--- src/rtl/spi_master_if.sv ---
// Byte-level handshake and SPI pin bundle between the LCD controller and spi_master.
// The master modport is the SPI engine's view; the slave modport is the controller's view.
interface spi_master_if;
  logic       spi_enable;
  logic [7:0] spi_data;
  logic       spi_busy;
  logic       spi_ready;
  logic       sclk;
  logic       mosi;

  modport master (
    input  spi_enable,
    input  spi_data,
    output spi_busy,
    output spi_ready,
    output sclk,
    output mosi
  );

  modport slave (
    output spi_enable,
    output spi_data,
    input  spi_busy,
    input  spi_ready,
    input  sclk,
    input  mosi
  );
endinterface

--- src/rtl/spi_master.sv ---
// Mode-0 SPI byte transmitter, MSB first, SCLK half-period of CLK_DIV clk cycles.
// All outputs come straight from registers; power-up values match reset values.
module spi_master #(
  parameter int CLK_DIV = 2
) (
  input  logic         clk,
  input  logic         rst,
  spi_master_if.master bus
);

  localparam logic [7:0] HALF_M1 = 8'(CLK_DIV - 1);

  typedef enum logic [1:0] {IDLE, SHIFT, DONE} state_t;

  state_t     r_state  = IDLE;
  logic [7:0] r_shreg  = 8'h00;
  logic [7:0] r_hcnt   = 8'h00;
  logic [2:0] r_bitcnt = 3'd0;
  logic       r_sclk   = 1'b0;
  logic       r_mosi   = 1'b0;
  logic       r_busy   = 1'b0;
  logic       r_ready  = 1'b0;

  always_ff @(posedge clk) begin
    if (rst) begin
      r_state  <= IDLE;
      r_shreg  <= 8'h00;
      r_hcnt   <= 8'h00;
      r_bitcnt <= 3'd0;
      r_sclk   <= 1'b0;
      r_mosi   <= 1'b0;
      r_busy   <= 1'b0;
      r_ready  <= 1'b0;
    end else begin
      case (r_state)
        IDLE: begin
          r_sclk   <= 1'b0;
          r_mosi   <= 1'b0;
          r_busy   <= 1'b0;
          r_ready  <= 1'b0;
          r_hcnt   <= 8'h00;
          r_bitcnt <= 3'd0;
          if (bus.spi_enable) begin
            // MSB goes out in the first SHIFT cycle, ahead of the first rising edge
            r_shreg <= bus.spi_data;
            r_mosi  <= bus.spi_data[7];
            r_busy  <= 1'b1;
            r_state <= SHIFT;
          end
        end

        SHIFT: begin
          if (r_hcnt == HALF_M1) begin
            r_hcnt <= 8'h00;
            r_sclk <= ~r_sclk;
            if (r_sclk) begin
              // Falling edge: either finish on the 8th or present the next bit
              if (r_bitcnt == 3'd7) begin
                r_state  <= DONE;
                r_sclk   <= 1'b0;
                r_mosi   <= 1'b0;
                r_busy   <= 1'b0;
                r_ready  <= 1'b1;
                r_bitcnt <= 3'd0;
              end else begin
                r_shreg  <= {r_shreg[6:0], 1'b0};
                r_mosi   <= r_shreg[6];
                r_bitcnt <= r_bitcnt + 3'd1;
              end
            end
          end else begin
            r_hcnt <= r_hcnt + 8'd1;
          end
        end

        DONE: begin
          r_ready <= 1'b0;
          r_state <= IDLE;
        end

        default: begin
          r_state <= IDLE;
        end
      endcase
    end
  end

  assign bus.sclk      = r_sclk;
  assign bus.mosi      = r_mosi;
  assign bus.spi_busy  = r_busy;
  assign bus.spi_ready = r_ready;

endmodule

--- src/flat_wrapper.sv ---
// flat-port wrapper written by rule: the top's interface ports become plain ports
module spi_master_flat 
#(
  parameter int CLK_DIV = 2
)
  (clk, rst, bus_spi_enable, bus_spi_data, bus_spi_busy, bus_spi_ready, bus_sclk, bus_mosi);
  spi_master_if bus_i ();
  input  logic clk;
  input  logic rst;
  input wire logic [$bits(bus_i.spi_enable)-1:0] bus_spi_enable;
  input wire logic [$bits(bus_i.spi_data)-1:0] bus_spi_data;
  output wire logic [$bits(bus_i.spi_busy)-1:0] bus_spi_busy;
  output wire logic [$bits(bus_i.spi_ready)-1:0] bus_spi_ready;
  output wire logic [$bits(bus_i.sclk)-1:0] bus_sclk;
  output wire logic [$bits(bus_i.mosi)-1:0] bus_mosi;
  assign bus_i.spi_enable = bus_spi_enable;
  assign bus_i.spi_data = bus_spi_data;
  assign bus_spi_busy = bus_i.spi_busy;
  assign bus_spi_ready = bus_i.spi_ready;
  assign bus_sclk = bus_i.sclk;
  assign bus_mosi = bus_i.mosi;
  spi_master #(.CLK_DIV(CLK_DIV)) u_core (.clk(clk), .rst(rst), .bus(bus_i));
endmodule
--- config.mk ---
export PLATFORM = sky130hd
export DESIGN_NAME = spi_master_flat
export DESIGN_NICKNAME = d
export VERILOG_FILES = /design/src/rtl/spi_master_if.sv /design/src/rtl/spi_master.sv /design/src/flat_wrapper.sv
export SDC_FILE = /design/constraint.sdc
export NUM_CORES = 1
export LEC_CHECK = 0
export ABC_CLOCK_PERIOD_IN_PS = 2100
export CAP_MARGIN = 0
export CORE_MARGIN = 5
export CORE_UTILIZATION = 45
export CTS_CLUSTER_SIZE = 10
export DETAILED_ROUTE_END_ITERATION = 8
export HOLD_SLACK_MARGIN = 0.1
export PLACE_DENSITY = 0.64
export SKIP_LAST_GASP = 1
export SLEW_MARGIN = 15
export SYNTH_ARGS = -nofsm -noshare
export SYNTH_HDL_FRONTEND = slang
export SYNTH_SLANG_ARGS = --single-unit
--- constraint.sdc ---
create_clock -name clk -period 2.1 [get_ports clk]
set_input_delay 0.21 -clock clk [delete_from_list [all_inputs] [get_ports clk]]
set_output_delay 0.21 -clock clk [all_outputs]
set_load 0.005 [all_outputs]
==> reports/summary.txt, run 1 <==
Fin crit share - 91.4%
Post-synth EDFFs - 0
Final WL - 2560 um
Total CTS buffers - 3
Synth Area per Inst - 8.93 um^2
CP Max Fanout - 9
Worst EP required - 2300 ps
Die width - 62.5 um
Die H - 62.5 um
Netlist cell types - 40
Clock tree buffer depth - 2
Kind of critical path - reg2reg
Crit path time final - 1920 ps
Gate power share - 14.1%
First-pass GRT wire length - 4640 um
RSZ-0062 raised after global routing - no
Vias per cell - 5.59
Register area share after synthesis - 38.7%
Residual DRC count - 0
Remaining Overflow, GRT - 0
Fin util - 52.5%
DR WL/cell - 13.9 um
Synthesis-stage register bit count - 24
Part of the power in registers - 57.1%
Area grow syn2layout - 14.6%
CTS Hold Bufs - 0
Async S/R FF share, synth - 0%
Final setup vio count - 0
Peak VDD IR - 342 uV
Final HPWL from detailed placement - 1890 um
Status - finished, final reports clean
TritonRoute pass-1 iters - 4
Vias in the first global route - 1009
CTS Sinks - 24
DR iter-0 viols - 63
Slew headroom - 67.5%
Row count - 19
Arrival @ worst endpoint - 2120 ps
Slew Viols, Final - 0
Max Clk Rate - 521 MHz
Max Cap Viol - 0
Reg area - 480 um^2
Via Count - 1029
Top-level I/O count - 15
CTS tree - done
Worst-path clk slew - 130 ps
Port bufs - 14
Syn Inst Count - 139
Initial antenna violation count - 0
H-tree depth - 1
# fillers - 282
CP startpoint kind - flop
PostCTS Resize Cnt - 0
Worst Skew - 2.08 ps
Sw power - 214 uW
Gr usage total - 14.2%
Hold WC Path Type - reg2reg
Starting Density - 45.8%
Share of layout cells above drive strength 1 - 11.1%
Antenna-violating nets left - 0
Core Box Area - 0.00271 mm^2
Setup Buffers After CTS - 0
Int Power - 642 uW
Hold depth - 2
Die area - 0.00391 mm^2
Largest net degree at the start of global routing - 15
Multi-input gate area - 674 um^2
Power Total - 856 uW
Ys Warns - 0
Synth Cell Area - 0.00124 mm^2
Root buffer cell - clkbuf_4
Pwr Density - 602 mW/mm^2
Post-synth top flop - dfxtp_1
LEAKAGE - 0.514 nW
Register-to-Register Path Depth - 6
Final layout net count - 169
Clock power share - 28.8%
GP Congestion - 0.778
Most frequent cells in the layout - 24 x dfxtp_1, 14 x clkdlybuf4s50_1, 13 x a21oi_1
Pin slew with the least headroom to its limit - 487 ps
Most common cell after layout, fill and taps aside - dfxtp_1
Sw frac - 25.0%
Hold Violations, Final - 0
Worst skew pair latency - 310 ps
Diode count - 0
Setup TNS - 0 ps
Synthesized Nets - 154
Crit end category - flop
==> stage by stage <==
stage	cells	instance area (um^2)	setup WS (ps)	hold slack (ps)
floorplan	139	1240	242	401
global placement	180	1380	188	467
detailed placement	180	1380	115	460
CTS	184	1420	94.7	493
global route	184	1420	95.9	518
finish	184	1420	180	485
==> cells in the mapped netlist (3+ instances only) <==
library cell / n / area share, %
nand2_1: 11 / 3.3
o21ai_0: 5 / 2.0
nor2_1: 8 / 2.4
clkbuf_1: 3 / 0.91
ha_1: 4 / 4.0
dfxtp_1: 24 / 39
mux2i_1: 8 / 6.5
a211oi_1: 6 / 3.6
inv_1: 5 / 1.5
clkbuf_8: 4 / 4.4
nand3_1: 6 / 2.4
a31oi_1: 5 / 2.5
nor3_1: 5 / 2.0
a21oi_1: 13 / 5.2
==> power groups by stage <==
| stage | registers (mW) | clock network, mW | logic, mW |
|---|---|---|---|
| floorplan | 0.494 | 0 | 0.0868 |
| global placement | 0.498 | 0 | 0.118 |
| detailed placement | 0.499 | 0 | 0.119 |
| CTS | 0.489 | 0.257 | 0.120 |
| global route | 0.492 | 0.277 | 0.134 |
| finish | 0.489 | 0.246 | 0.121 |
==> layer usage <==
metal,GRT usage (%),share of wire (%)
met1,19.2,49
met5,0,0
met3,3.06,6.1
met4,5.57,0.78
met2,21.8,44
==> worst paths after layout <==
| path | start | end | slack (ps) |
|---|---|---|---|
| max | u_core.r_bitcnt[0] | u_core.r_shreg[3] | 180 |
| max reg2reg | u_core.r_bitcnt[0] | u_core.r_shreg[3] | 180 |
| min reg2reg | u_core.bus.spi_ready | u_core.bus.spi_ready | 480 |
| min | u_core.bus.spi_ready | u_core.bus.spi_ready | 480 |
==> cell families after synthesis <==
kind of cell    count (synthesis)  synth area share [%]
simple gates                   48                  22.2
compound gates                 41                  21.1
flops                          24                  38.7
buf+inv                        14                  7.56
mux                             8                  6.45
fa+ha+maj                       4                  4.03
==> worst max-delay path: stages, from the launching register on <==
cell and delay, ps:
dfxtp_1 360, ha_1 200, ha_1 250, or2b_2 350, a21oi_4 250, and2_1 280, a211oi_1 120
==> sequential cells by signal (all words and copies together) (netlist names) <==
signal and count:
u_core.r_state 2, u_core.r_shreg 7, u_core.bus.spi_ready 1, u_core.bus.mosi 1
u_core.bus.spi_busy 1, u_core.r_hcnt 8, u_core.r_bitcnt 3, u_core.bus.sclk 1
==> area by class of cell <==
type	count	share of cell area, %
multi-input cells	101	47.4
flip-flops and latches	24	33.8
repair buffers	18	12.0
well taps	31	2.73
clock buffers	4	2.55
inverters	6	1.58
Power figures use the tool's default switching activity.
==> run 2: changes to the inputs <==
--- a/config.mk
+++ b/config.mk
@@ -18,3 +18,4 @@
 export SYNTH_ARGS = -nofsm -noshare
 export SYNTH_HDL_FRONTEND = slang
 export SYNTH_SLANG_ARGS = --single-unit
+export TNS_END_PERCENT = 1
==> results of run 2 <==
No change in the layout: final DEF, timing and power equal those of run 1.
